`config.mk`:
```
export PLATFORM = sky130hd
export DESIGN_NAME = led_flow_ctrl
export DESIGN_NICKNAME = d
export VERILOG_FILES = /design/src/rtl/led_flow_pkg.sv /design/src/rtl/led_tick_gen.sv /design/src/rtl/led_flow_ctrl.sv
export SDC_FILE = /design/constraint.sdc
export NUM_CORES = 1
export LEC_CHECK = 0
export BUFFER_PORTS_ARGS = -buffer_cell sky130_fd_sc_hd__buf_2
export CAP_MARGIN = 20
export CELL_PAD_IN_SITES_DETAIL_PLACEMENT = 1
export CELL_PAD_IN_SITES_GLOBAL_PLACEMENT = 2
export CORE_MARGIN = 1.5
export CORE_UTILIZATION = 38
export CTS_BUF_LIST = sky130_fd_sc_hd__clkbuf_8 sky130_fd_sc_hd__clkbuf_16
export DETAILED_ROUTE_END_ITERATION = 16
export PLACE_DENSITY_LB_ADDON = 0.1
export SLEW_MARGIN = 10
export SYNTH_ARGS = -nofsm -noshare
export SYNTH_HDL_FRONTEND = slang
export SYNTH_SLANG_ARGS = --single-unit
export TNS_END_PERCENT = 5
```
`constraint.sdc`:
```
create_clock -name clk -period 2.7 [get_ports clk]
set_input_delay 0.54 -clock clk [delete_from_list [all_inputs] [get_ports clk]]
set_output_delay 0.54 -clock clk [all_outputs]
set_load 0.01 [all_outputs]
```
`src/rtl/led_flow_pkg.sv`:
```
// Shared encodings and pattern constants for the LED flow controller.
// The LED vector is 8 bits wide in this release.
package led_flow_pkg;

    localparam int LED_W = 8;

    typedef enum logic [1:0] {
        IDLE = 2'd0,
        RUN  = 2'd1,
        HOLD = 2'd2
    } state_t;

    typedef enum logic [1:0] {
        MODE_NONE   = 2'b00,
        MODE_LEFT   = 2'b01,
        MODE_RIGHT  = 2'b10,
        MODE_BOUNCE = 2'b11
    } mode_t;

    localparam logic [LED_W-1:0] PAT_LSB = 8'b0000_0001;
    localparam logic [LED_W-1:0] PAT_MSB = 8'b1000_0000;

    // Right rotation starts from the top end; left and bounce start at the bottom.
    function automatic logic [LED_W-1:0] start_pat(input mode_t m);
        return (m == MODE_RIGHT) ? PAT_MSB : PAT_LSB;
    endfunction

endpackage

```
`src/rtl/led_tick_gen.sv`:
```
// Prescaler for LED stepping: tick fires on the enabled cycle that closes
// each group of TICK_DIV enabled cycles; clr restarts the phase.
module led_tick_gen
    import led_flow_pkg::*;
#(
    parameter int TICK_DIV = 25_000_000
) (
    input  logic clk,
    input  logic rst,
    input  logic en,
    input  logic clr,
    output logic tick
);

    localparam int CW = (TICK_DIV > 1) ? $clog2(TICK_DIV) : 1;
    localparam logic [CW-1:0] LAST = CW'(TICK_DIV - 1);

    logic [CW-1:0] cnt;

    assign tick = en && (cnt == LAST);

    // The counter only ever moves when enabled, so a pause keeps its phase.
    always_ff @(posedge clk) begin
        if (rst || clr)
            cnt <= '0;
        else if (tick)
            cnt <= '0;
        else if (en)
            cnt <= cnt + 1'b1;
    end

endmodule

```
`src/rtl/led_flow_ctrl.sv`:
```
// LED chaser: rotate-left, rotate-right or bounce a single lit LED, one
// position per TICK_DIV run cycles, with start/stop/pause control.
module led_flow_ctrl
    import led_flow_pkg::*;
#(
    parameter int TICK_DIV = 25_000_000,
    parameter int WIDTH    = 8
) (
    input  logic             clk,
    input  logic             rst,
    input  logic             start,
    input  logic             stop,
    input  logic             pause,
    input  logic [1:0]       mode,
    output logic [WIDTH-1:0] led,
    output logic             busy,
    output logic             wrap
);

    state_t state;
    logic   dir;   // 0 = left (towards MSB), 1 = right
    logic   bnc;
    logic   tick;

    logic active, do_stop, do_start, cnt_en;

    assign active   = (state != IDLE);
    assign do_stop  = stop && active;
    assign do_start = start && !stop && (mode != MODE_NONE);
    assign cnt_en   = (state == RUN) && !pause && !do_stop && !do_start;

    led_tick_gen #(.TICK_DIV(TICK_DIV)) u_tick (
        .clk  (clk),
        .rst  (rst),
        .en   (cnt_en),
        .clr  (do_stop || do_start),
        .tick (tick)
    );

    always_ff @(posedge clk) begin
        if (rst) begin
            led   <= PAT_LSB;
            state <= IDLE;
            dir   <= 1'b0;
            bnc   <= 1'b0;
            busy  <= 1'b0;
            wrap  <= 1'b0;
        end else begin
            wrap <= 1'b0;
            if (do_stop) begin
                state <= IDLE;
                busy  <= 1'b0;
            end else if (do_start) begin
                led   <= start_pat(mode_t'(mode));
                state <= RUN;
                busy  <= 1'b1;
                dir   <= (mode == MODE_RIGHT);
                bnc   <= (mode == MODE_BOUNCE);
            end else begin
                case (state)
                    RUN: begin
                        if (pause) begin
                            state <= HOLD;
                        end else if (tick) begin
                            // Bounce reverses at the ends instead of wrapping around.
                            if (bnc && !dir && led == PAT_MSB) begin
                                led  <= PAT_MSB >> 1;
                                dir  <= 1'b1;
                                wrap <= 1'b1;
                            end else if (bnc && dir && led == PAT_LSB) begin
                                led  <= PAT_LSB << 1;
                                dir  <= 1'b0;
                                wrap <= 1'b1;
                            end else if (!dir) begin
                                led  <= {led[WIDTH-2:0], led[WIDTH-1]};
                                wrap <= (led == PAT_MSB);
                            end else begin
                                led  <= {led[0], led[WIDTH-1:1]};
                                wrap <= (led == PAT_LSB);
                            end
                        end
                    end
                    HOLD: begin
                        if (!pause)
                            state <= RUN;
                    end
                    default: ;
                endcase
            end
        end
    end

endmodule

```
# Yosys cells after proc, flatten, opt, wreduce, memory -nomap -nowiden
# Index checks and enable logic that the tools add are counted.
[word_totals]
reg_bits = 39
latch_bits = 0
ram_bits = 0
rom_bits = 0
inputBits = 7
out_inout_bits = 10
wordCells = 79
memories = 0
[op_classes]
addsub = 1
mul = 0
div_mod_pow = 0
order_cmp = 0
n_eq_ne = 12
shift = 0
n_mux = 21
bitwise = 3
reduce_logical = 34
[op_table]
columns = ["operator", "n"]
rows = [
  ["8-bit 2-to-1 mux", 8],
  ["25-bit by 1-bit adder with 25-bit output, second input constant", 1],
  ["25-bit == test, second input constant", 1],
  ["1-bit logical AND", 11],
  ["1-bit 2-to-1 mux", 10],
  ["2-bit nonzero test", 5],
  ["8-bit by 1-bit == test with 1-bit output, second input constant", 1],
  ["8-bit == test, second input constant", 1],
  ["2-bit == test, second input constant", 3],
  ["3-bit != test, second input constant", 2],
  ["3-bit AND reduction", 2],
  ["3-bit nonzero test", 2],
  ["6-bit OR reduction", 1],
  ["1-bit logical NOT", 5],
  ["5-bit AND reduction", 1],
  ["2-bit 2-to-1 mux", 2],
  ["2-bit != test, second input constant", 2],
  ["2-bit one-hot mux with 2 select lines", 1],
  ["4-bit AND reduction", 1],
  ["2-bit OR reduction", 2],
  ["1-bit inverter", 3],
  ["3-bit OR reduction", 1],
  ["2-bit by 1-bit == test with 1-bit output, second input constant", 1],
  ["1-bit logical OR", 2],
  ["2 further kinds", 2],
]

# Logic depth before layout (Yosys ltp)
[depth]
depth_word = 10
mapped_depth = 8
mapped_depth_nobuf = 5

# Hierarchy
# Synthesis repeated with hierarchy kept, for this count alone.
[unflattened]
hier_cells = 223
area_unflattened_um2 = 1975.6
[by_module_without_submodules]
columns = ["mod", "instances", "cells_each", "area_each_um2"]
rows = [
  ["led_tick_gen", 1, 142, 1236.2],
  ["led_flow_ctrl", 1, 81, 739.5],
]

# Least setup slack after synthesis
# No wires, ideal clock.
[synth_timing]
path_kind = "input to register"
start = "input port stop"
end = "register dir"
t_arrival_ps = 1848
required_ps = 2568
slack_ps = 720
path_stages = 6
path_buffers = 1
path_cell_list = "nor4b_4 -> o2111ai_2 -> or3_1 -> buf_6 -> o211ai_1 -> o311ai_1"
[synth_via]
elab_chain_len = 8
elab_cells_between_ends = 16
cone_classes = "eq/ne: 1; mux: 1; bitwise: 1; reduce/logical: 13"
[synth_lines]
columns = ["item", "line", "rtl"]
rows = [
  ["from (decl)", "led_flow_ctrl.sv:12", "input logic stop,"],
  ["1-bit logical NOT", "led_flow_ctrl.sv:29", "assign do_start = start && !stop && (mode != MODE_NONE);"],
  ["1-bit logical AND (2 in a row)", "led_flow_ctrl.sv:29", ""],
  ["1-bit logical NOT", "led_flow_ctrl.sv:30", "assign cnt_en = (state == RUN) && !pause && !do_stop && !do_start;"],
  ["1-bit logical AND", "led_flow_ctrl.sv:30", ""],
  ["1-bit logical AND", "led_tick_gen.sv:20", "assign tick = en && (cnt == LAST);"],
  ["2-bit nonzero test (no source line)", "n/a", ""],
  ["5-bit AND reduction (no source line)", "n/a", ""],
  ["to (signal assigned)", "led_flow_ctrl.sv:57", "dir <= (mode == MODE_RIGHT);"],
  ["to (decl)", "led_flow_ctrl.sv:21", "logic dir;"],
]
# Parallel ways exist; a longest one is shown, timed or not.
# A chain may end at the register's enable or synchronous reset.

# Final worst setup path
[layout_timing]
start = "register state[1]"
end = "register u_tick.cnt[22]"
[layout_via]
elab_chain_len = 7
elab_cells_between_ends = 11
cone_classes = "eq/ne: 1; reduce/logical: 10"
[layout_lines]
columns = ["item", "line", "rtl"]
rows = [
  ["from (decl)", "led_flow_ctrl.sv:20", "state_t state;"],
  ["from (signal assigned)", "led_flow_ctrl.sv:43", "state <= IDLE;"],
  ["from (signal assigned)", "led_flow_ctrl.sv:51", "state <= IDLE;"],
  ["from (signal assigned)", "led_flow_ctrl.sv:55", "state <= RUN;"],
  ["2-bit nonzero test", "led_flow_ctrl.sv:27", "assign active = (state != IDLE);"],
  ["1-bit logical AND", "led_flow_ctrl.sv:28", "assign do_stop = stop && active;"],
  ["1-bit logical NOT", "led_flow_ctrl.sv:30", ""],
  ["1-bit logical AND (2 in a row)", "led_flow_ctrl.sv:30", ""],
  ["1-bit logical AND", "led_tick_gen.sv:20", ""],
  ["2-bit OR reduction (no source line)", "n/a", ""],
  ["to (signal assigned)", "led_tick_gen.sv:29", "cnt <= cnt + 1'b1;"],
  ["to (decl)", "led_tick_gen.sv:18", "logic [CW-1:0] cnt;"],
]
# Parallel ways exist; a longest one is shown, timed or not.

==> run_results.csv <==
group,metric,value,unit
run_status,status,"complete, no violations",
floorplanning,die_area,5650,um2
synthesis,ys_ff_latch,39,
route,first_iter_violations,53,
worst_setup_path,arrival,2230,ps
global_route,antenna_found_initial,0,
clock_tree,post_cts_resized,0,
power_and_ir_drop,vdd_drop_max,0.197,mV
route,drtPass1Iterations,4,
floorplanning,io_pins,17,
clock_tree,post_cts_buffers,0,
timing,timing.fmax,486,MHz
finish,mostFrequentLayoutCells,"nor2_1, dfxtp_1, nand2_1, xnor2_1, buf_2",
timing,finalHoldViolCount,0,
clock_tree,max-clock-path-buffers,2,
finish,syn_to_final_growth,11.2,%
synthesis,synth_nets,242,
clock_tree,root_buffer,"clkbuf_8",
synthesis,syn_inst,234,
finish,final_common_cell,"nor2_1",
route,avgViaCountPerCell,5.25,
placed_design,gp_congestion,0.753,
synthesis,synth_edf_count,0,
clock_tree,cts-buffers-inserted,5,
timing,hold-worst-slack,469,ps
timing,period_needed,2060,ps
clock_tree,cts_tree,"built",
placed_design,hpwl,3280,um
synthesis,synthFlopType,"dfxtp_1",
clock_tree,path_clk_slew,70,ps
timing,tightestPinTransition,704,ps
route,wire_per_inst,14.5,um
power_and_ir_drop,p_per_area,502,nW/um2
timing,rsz0062_at_grt,"false",
synthesis,synth_cell_type_count,41,
floorplanning,start_util,39.0,%
synthesis,postSynth.asyncResetShare,0,%
placed_design,io_buffers,16,
finish,final_layout_size_suffix_gt1_share,13.9,%
worst_setup_path,path_class,"reg -> reg",
job,drv_cap,0,
clock_tree,cts_sinks,39,
global_route,grt_pass1_wl,7680,um
timing,relSlewSlack,52.5,%
clock_tree,cts-hold-fix-buffers,0,
finish,nNetsFinal,259,
global_route,grt_overflow,0,
synthesis,yosysWarnings,0,
finish,fillCellCount,632,
synthesis,avgSynthCellArea,8.46,um2
worst_setup_path,crit_fanout,25,
timing,slew_violations,0,
route,ant_nets,0,
route,dr_total_vias,1690,
synthesis,seq_area_frac_synth,39.4,%
worst_setup_path,start_kind,"flip-flop",
global_route,grt_max_degree,26,
worst_setup_path,regToRegSetupSlack,640,ps
timing,setup-violations-final,0,
global_route,grt_pass1_vias,1629,
worst_setup_path,worstPathRequired,2870,ps
clock_tree,insertion_delay,290,ps
global_route,grt_usage,17.8,%
finish,antenna_cells,0,
hold_path,holdCritPathClass,"reg -> reg",
synthesis,netlist_area,1980,um2
clock_tree,htreeDepth,2,
route,drt_wl_total,4660,um
floorplanning,die_x,75.2,um
floorplanning,rows,26,
worst_setup_path,crit_path_end_kind,"flip-flop",
timing,setup_tns,0,ps
timing,fin_skew,7.89,ps
timing,fin_crit_sh,76.3,%
power_and_ir_drop,p_leak,0.723,nW
route,drc,0,
floorplanning,core_area,5070,um2
floorplanning,die_h,75.2,um
[worst paths after layout]
path / startpoint / end / depth (start not counted)
worst max-delay path: state[1]$_SDFFE_PP0P_ / u_tick.cnt[22]$_SDFFE_PP0P_ / 5
worst min-delay path: busy$_SDFFE_PP0P_ / busy$_SDFFE_PP0P_ / 1
worst max register to register: state[1]$_SDFFE_PP0P_ / u_tick.cnt[22]$_SDFFE_PP0P_ / 5
worst min register to register: busy$_SDFFE_PP0P_ / busy$_SDFFE_PP0P_ / 1
[Yosys cell counts (2+ instances only)]
cell type  number  area share (%)
nor2b_1         3            0.95
nand4_1         5             1.6
nor4b_1         2            0.88
a21oi_1         8             2.0
nand2_1        22             4.2
or3_1           3            0.95
and4_1          3             1.3
nand3_1         9             2.3
o21a_1          4             1.5
dfxtp_1        39              39
and3_1          2            0.63
clkbuf_1        2            0.38
nor3b_1         2            0.76
mux2_2          5             2.8
inv_1           8             1.5
nor3_1         10             2.5
o21ai_0         5             1.3
and2_1          2            0.63
o2111ai_2       2             1.5
nor4_1          9             2.8
nor2_1         40             7.6
nand2b_1        3            0.95
buf_6           4             2.3
xnor2_1        21             9.3
xor2_1          3             1.3
a31oi_1         3            0.95
[area by class of cell]
cell class | count | area [um2] | area share, %
timing repair buffer | 18 | 95.1 | 4.32
sequential | 39 | 781 | 35.5
tap | 70 | 87.6 | 3.98
clock buffer | 7 | 96.3 | 4.38
multi-input combinational | 179 | 1110 | 50.3
clock inverter | 1 | 3.75 | 0.170
inverter | 8 | 30.0 | 1.36
[routing by layer]
layer	track usage, %	part of all wire [%]
met1	22.0	49
met2	30.8	48
met3	4.42	2.4
met4	5.36	1.2
met5	0	0
[metrics by stage]
step	util, %	power [W]	cell area (um2)	std cells	setup slack [ps]
after floorplan	-	0.000662	1980	234	720
after global placement	41.4	0.000684	2100	314	385
after detailed placement	41.4	0.000685	2100	314	309
after CTS	43.4	0.00113	2200	322	592
after global routing	43.4	0.00115	2200	322	484
final	43.4	0.00110	2200	322	640
[where the power goes]
part	internal (W)	switching [W]
Clock	0.000229	0.000204
Sequential	0.000582	0.0000161
Combinational	0.0000288	0.0000436
Total	0.000840	0.000264
[state kept, by name, summed over array words and instances, names as in the netlist]
name / flops
busy: 1
dir: 1
state: 2
bnc: 1
led: 8
u_tick.cnt: 25
wrap: 1
[critical path: stages, from the launching register on]
cell and delay (ps):
dfxtp_1 370, nor4b_4 390, o2111ai_2 170, or3_1 550
nand3_4 340, nor2_1 100
[logic make-up (layout without fill, tap and decap cells)]
family	count (synthesis)	count (layout)	share of synthesized area, %
simple gates	120	120	31.5
fa+ha+maj	2	2	1.14
xor+xnor	24	24	10.6
buf+inv	16	34	4.61
mux	6	6	3.35
flops	39	39	39.4
compound gates	27	27	9.35
(Power assumes the default switching activity.)
